### src/rtl/handshake_fifo_break_dv_55.sv
// Elastic FIFO on a handshake channel that breaks data/valid and ready paths.
// Ports: clk, rst (sync, active-high); ins/ins_valid/ins_ready (producer side);
//        outs/outs_valid/outs_ready (consumer side). All outputs are registered.
module handshake_fifo_break_dv_55 #(
    parameter int DATA_WIDTH = 32,
    parameter int NUM_SLOTS  = 4
) (
    input  logic                  clk,
    input  logic                  rst,
    input  logic [DATA_WIDTH-1:0] ins,
    input  logic                  ins_valid,
    output logic                  ins_ready,
    output logic [DATA_WIDTH-1:0] outs,
    output logic                  outs_valid,
    input  logic                  outs_ready
);

    localparam int PW = (NUM_SLOTS > 1) ? $clog2(NUM_SLOTS) : 1;
    localparam int CW = $clog2(NUM_SLOTS + 1);

    localparam logic [PW-1:0] LAST = PW'(NUM_SLOTS - 1);
    localparam logic [CW-1:0] FULL = CW'(NUM_SLOTS);

    logic [DATA_WIDTH-1:0] mem [NUM_SLOTS];
    logic [PW-1:0]         head;
    logic [PW-1:0]         tail;
    logic [CW-1:0]         count;
    logic                  wr;
    logic                  rd;

    // Handshake outputs decode only registered state.
    assign ins_ready  = (count != FULL);
    assign outs_valid = (count != '0);
    assign outs       = mem[head];

    assign wr = ins_valid & ins_ready;
    assign rd = outs_valid & outs_ready;

    always_ff @(posedge clk) begin
        if (rst) begin
            head  <= '0;
            tail  <= '0;
            count <= '0;
            for (int i = 0; i < NUM_SLOTS; i++) begin
                mem[i] <= '0;
            end
        end else begin
            if (wr) begin
                mem[tail] <= ins;
                // Explicit wrap so non-power-of-2 depths work.
                tail <= (tail == LAST) ? '0 : tail + PW'(1);
            end
            if (rd) begin
                head <= (head == LAST) ? '0 : head + PW'(1);
            end
            unique case ({wr, rd})
                2'b10:   count <= count + CW'(1);
                2'b01:   count <= count - CW'(1);
                default: count <= count;
            endcase
        end
    end

    // Producer must hold a stalled token unchanged until it is accepted.
    a_hold : assert property (
        @(posedge clk) disable iff (rst)
        (ins_valid && !ins_ready) |=> (ins_valid && $stable(ins))
    );

    a_bound : assert property (
        @(posedge clk) disable iff (rst)
        count <= FULL
    );

    a_no_under : assert property (
        @(posedge clk) disable iff (rst)
        (count == '0) |-> !rd
    );

endmodule

### config.mk
export PLATFORM = sky130hd
export DESIGN_NAME = handshake_fifo_break_dv_55
export DESIGN_NICKNAME = d
export VERILOG_FILES = /design/src/rtl/handshake_fifo_break_dv_55.sv
export SDC_FILE = /design/constraint.sdc
export NUM_CORES = 1
export LEC_CHECK = 0
export BUFFER_PORTS_ARGS = -buffer_cell sky130_fd_sc_hd__buf_4
export CAP_MARGIN = 20
export CORE_MARGIN = 3
export CORE_UTILIZATION = 46
export CTS_CLUSTER_SIZE = 25
export DETAILED_ROUTE_END_ITERATION = 6
export PLACE_DENSITY = 0.76
export SYNTH_ARGS = -nofsm -noshare
export SYNTH_HDL_FRONTEND = slang
export SYNTH_SLANG_ARGS = --single-unit
export TNS_END_PERCENT = 5
### constraint.sdc
create_clock -name clk -period 3.55 [get_ports clk]
set_input_delay 0.71 -clock clk [delete_from_list [all_inputs] [get_ports clk]]
set_output_delay 0.71 -clock clk [all_outputs]
set_load 0.02 [all_outputs]
**Word level (Yosys, flattened, before mapping)**

Memory sizes are Yosys's and may differ from the RTL's. A register that Yosys moved wholly into a read port is not among the register bits.
Index checks and enable logic that the tools add are counted.

- Memory bits (writable): 128
- Word-level logic and storage cells: 31
- Output and inout bits: 34
- Memories: 1
- Register bits: 7
- Input bits: 36

Memories:

| name | depth | width | read ports | clocked after memory_dff | write ports | line | RTL |
|---|---|---|---|---|---|---|---|
| mem | 4 | 32 | 1 | 1 | 4 | 24 | `logic [DATA_WIDTH-1:0] mem [NUM_SLOTS];` |

- Add/sub/neg operators: 4
- Mux-type cells: 13
- Reduce and logical (&&, ||, !) cells: 3
- Equality and inequality tests: 5
- Bitwise gates (word level): 2

Operators with widths:

| kind | number |
|---|---|
| 2-to-1 mux 32 bit | 1 |
| OR reduction 32 bit | 1 |
| 2-to-1 mux 2 bit | 5 |
| equality test 2 bit, second input constant | 3 |
| 2-to-1 mux 1 bit | 6 |
| one-hot mux 3 bit (2 select lines) | 1 |
| adder 2 x 1 -> 2 bit, second input constant | 2 |
| adder 3 x 1 -> 3 bit, second input constant | 1 |
| != test 3 bit, second input constant | 1 |
| nonzero test 3 bit | 1 |
| subtractor 3 x 1 -> 3 bit, second input constant | 1 |
| bitwise AND 1 bit | 2 |
| equality test 2 x 1 -> 1 bit, second input constant | 1 |
| nonzero test 2 bit | 1 |

**Logic depth before layout (Yosys ltp)**

- Depth in word-level cells: 7
- Gate-level depth with buffers: 9
- Depth with buffers taken out: 9

**Least setup slack after synthesis**

No wires, ideal clock.

- Path type: input to register
- Start: input port rst
- End: memory mem[1][0], enable pin
- Stages on the path: 3
- Arrival: 2.132 ns
- Data required time: 3.159 ns
- Slack: 1.027 ns
- Path buffers: 0
- Setup time: 0.391 ns
- Path through: nand2b_2 -> nor4b_4 -> or2_1

RTL lines:

| element | line | RTL |
|---|---|---|
| start, declared | 9 | `input logic rst,` |
| end, declared | 24 |  |

==> run_results.csv <==
group,metric,value,unit
outcome,status,"finished clean",
synth,netlist_top_cells_count,"128 x and2_1, 128 x edfxtp_1, 32 x mux4_2",
pwr,ir_drop,0.334,mV
drt,drtIter0Drc,184,
drt,viasPerCell,5.19,
timing,timing.final.crit_share,77.9,%
timing,fin_crit,2.76,ns
synth,synth.avg_cell_area,16.8,um2
placement,place_area,6710,um2
finish,n_antenna_cell,0,
drt,ant_nets,0,
synth,ys_seq_area_share,66.7,%
setup_path,r2r_slack,1.08,ns
global_route,antenna_found_initial,0,
synth,synth_nets,400,
global_route,grt_pass1_wl,19200,um
synth,synthTopCellsByArea,"edfxtp_1 64%, and2_1 13%, mux4_2 12%, dfxtp_1 3.0%, buf_6 1.7%",
drt,routedWlPerCell,18.8,um
clock_network,clockBufferDepth,2,
timing,skew,0.00358,ns
pwr,fin_total_pwr,4.85,mW
finish,final_nets,478,
timing,setup_viol,0,
timing,rsz0062_at_grt,"false",
clock_network,cts_hold_buffers,0,
synth,yosysWarnings,0,
timing,timing.hold.ws,0.482,ns
drt,drcViolationCount,0,
clock_network,clkSinkCount,137,
drt,totalWireLength,11700,um
timing,fin_setup_tns,0,ns
setup_path,critical_path_arrival,2.05,ns
clock_network,cts_root_buf,"clkbuf_16",
clock_network,cts_made_buffers,17,
floorplan,row_count,41,
synth,syn_inst,360,
clock_network,path_clk_slew,0.05,ns
finish,layout-drive-gt1-share,33.7,%
setup_path,cp_max_fo,21,
job,cap_violations,0,
global_route,overflow,0,
clock_network,cts_resized,0,
global_route,grt.total_usage,17.8,%
synth,synthFlopType,"edfxtp_1",
floorplan,io_pins,70,
placement,port_buffers,69,
synth,synthArstFlopShare,0,%
clock_network,ctsHtreeMaxLevel,4,
setup_path,cp-start-kind,"register",
global_route,grt_max_degree,33,
finish,multi_input_comb_area,1840,um2
synth,syn-cell-area,6040,um2
finish,ff_latch_area,4030,um2
finish,fin_area,7290,um2
synth,yosys.area.top_type_share,63.7,%
floorplan,coreArea,12700,um2
setup_path,crit_required,2.84,ns
clock_network,clk-insertion-delay-late,0.41,ns
worst_hold_path,hp-class,"reg2reg",
timing,fmax,362,MHz
timing,tightest_slew,0.881,ns
finish,fillers,1010,
pwr,power_leakage,2.77,nW
global_route,grt_pass1_vias,3594,
pwr,power_density,664,nW/um2
clock_network,post-cts-setup-buffers,0,
placement,place.gp.congestion,0.709,
synth,yosys.cell_types.count,30,
finish,area_growth,20.8,%
floorplan,fp.dieArea,14500,um2
setup_path,critPathCaptureType,"output port",
drt,first_pass_iters,4,
synth,synth_edf_count,128,
drt,vias,3233,
floorplan,die_w,121,um
finish,utilization,57.3,%
synth,synth_top_area_cell,"edfxtp_1",
synth,synth-seq-cells,137,
timing,max_slew_margin,41.2,%
timing,slew_violations,0,
placement,dpl.hpwl,7300,um
setup_path,crit_type,"reg2out",
floorplan,die_h,121,um
timing,hold_viol,0,
clock_network,cts_tree,"built",
floorplan,initial_core_util,47.5,%
## path summary, 6_finish.rpt
path / from / endpoint / depth (start not counted)
worst max-delay path: register / outs[31] / 3
worst min-delay path: head[0] / register / 2
worst max register to register: count[2] / count[2] / 9
worst min register to register: head[0] / register / 2
## cell type report
class                   count  share of cell area (%)
well taps                 172                    2.95
clock inverters            15                    2.18
repair buffers             79                    8.30
inverters                   6                   0.309
flip-flops and latches    137                    55.2
multi-input cells         197                    25.2
clock buffers              17                    5.83
## power breakdown
group	internal, mW	total [mW]	leakage [nW]	switching [mW]
combinational	0.521	1.05	1.08	0.534
clock	1.09	1.73	0.286	0.641
sequential	1.94	2.06	1.40	0.116
total	3.55	4.85	2.77	1.29
## registers in the layout, indices dropped and copies added (netlist names), named ones only
signal,count
mem,128
count,3
head,2
tail,2
## cells in the final DEF (no fill, tap or decap), drive strengths merged, types with 5 or more instances in the layout
master and count:
a21oi 5, and2 128, buf 79, clkbuf 17, clkinv 11, dfxtp 9
edfxtp 128, inv 6, mux4 32, nor2 5
## per-layer routing
metal	share of wire [%]	wire length [um]	vias up	track usage, %
met4	1.7	204	0	6.59
met5	0	0	-	0
met1	41	4750	1641	21.5
met2	52	6120	88	30.3
met3	5.2	611	18	5.24
li1	-	-	1486	-
## kinds of logic (layout without fill, tap and decap cells)
group	count (synthesis)	after routing	synth area share, %
buf+inv	26	117	2.88
simple gates	148	148	16.2
compound gates	10	10	0.953
fa+ha+maj	4	4	0.953
flops	137	137	66.7
mux	33	33	12.1
xor+xnor	2	2	0.290
## critical path, stage by stage (launching register included)
cell and delay, ns:
dfxtp_2 0.61, buf_12 0.27, mux4_2 0.56, buf_4 0.18
## metrics by stage
step	setup slack, ns	std cells
finish	0.785	623
global route	0.629	623
CTS	0.709	623
detailed placement	1.08	591
global placement	1.13	591
floorplan	1.03	360
(Power assumes the default switching activity.)
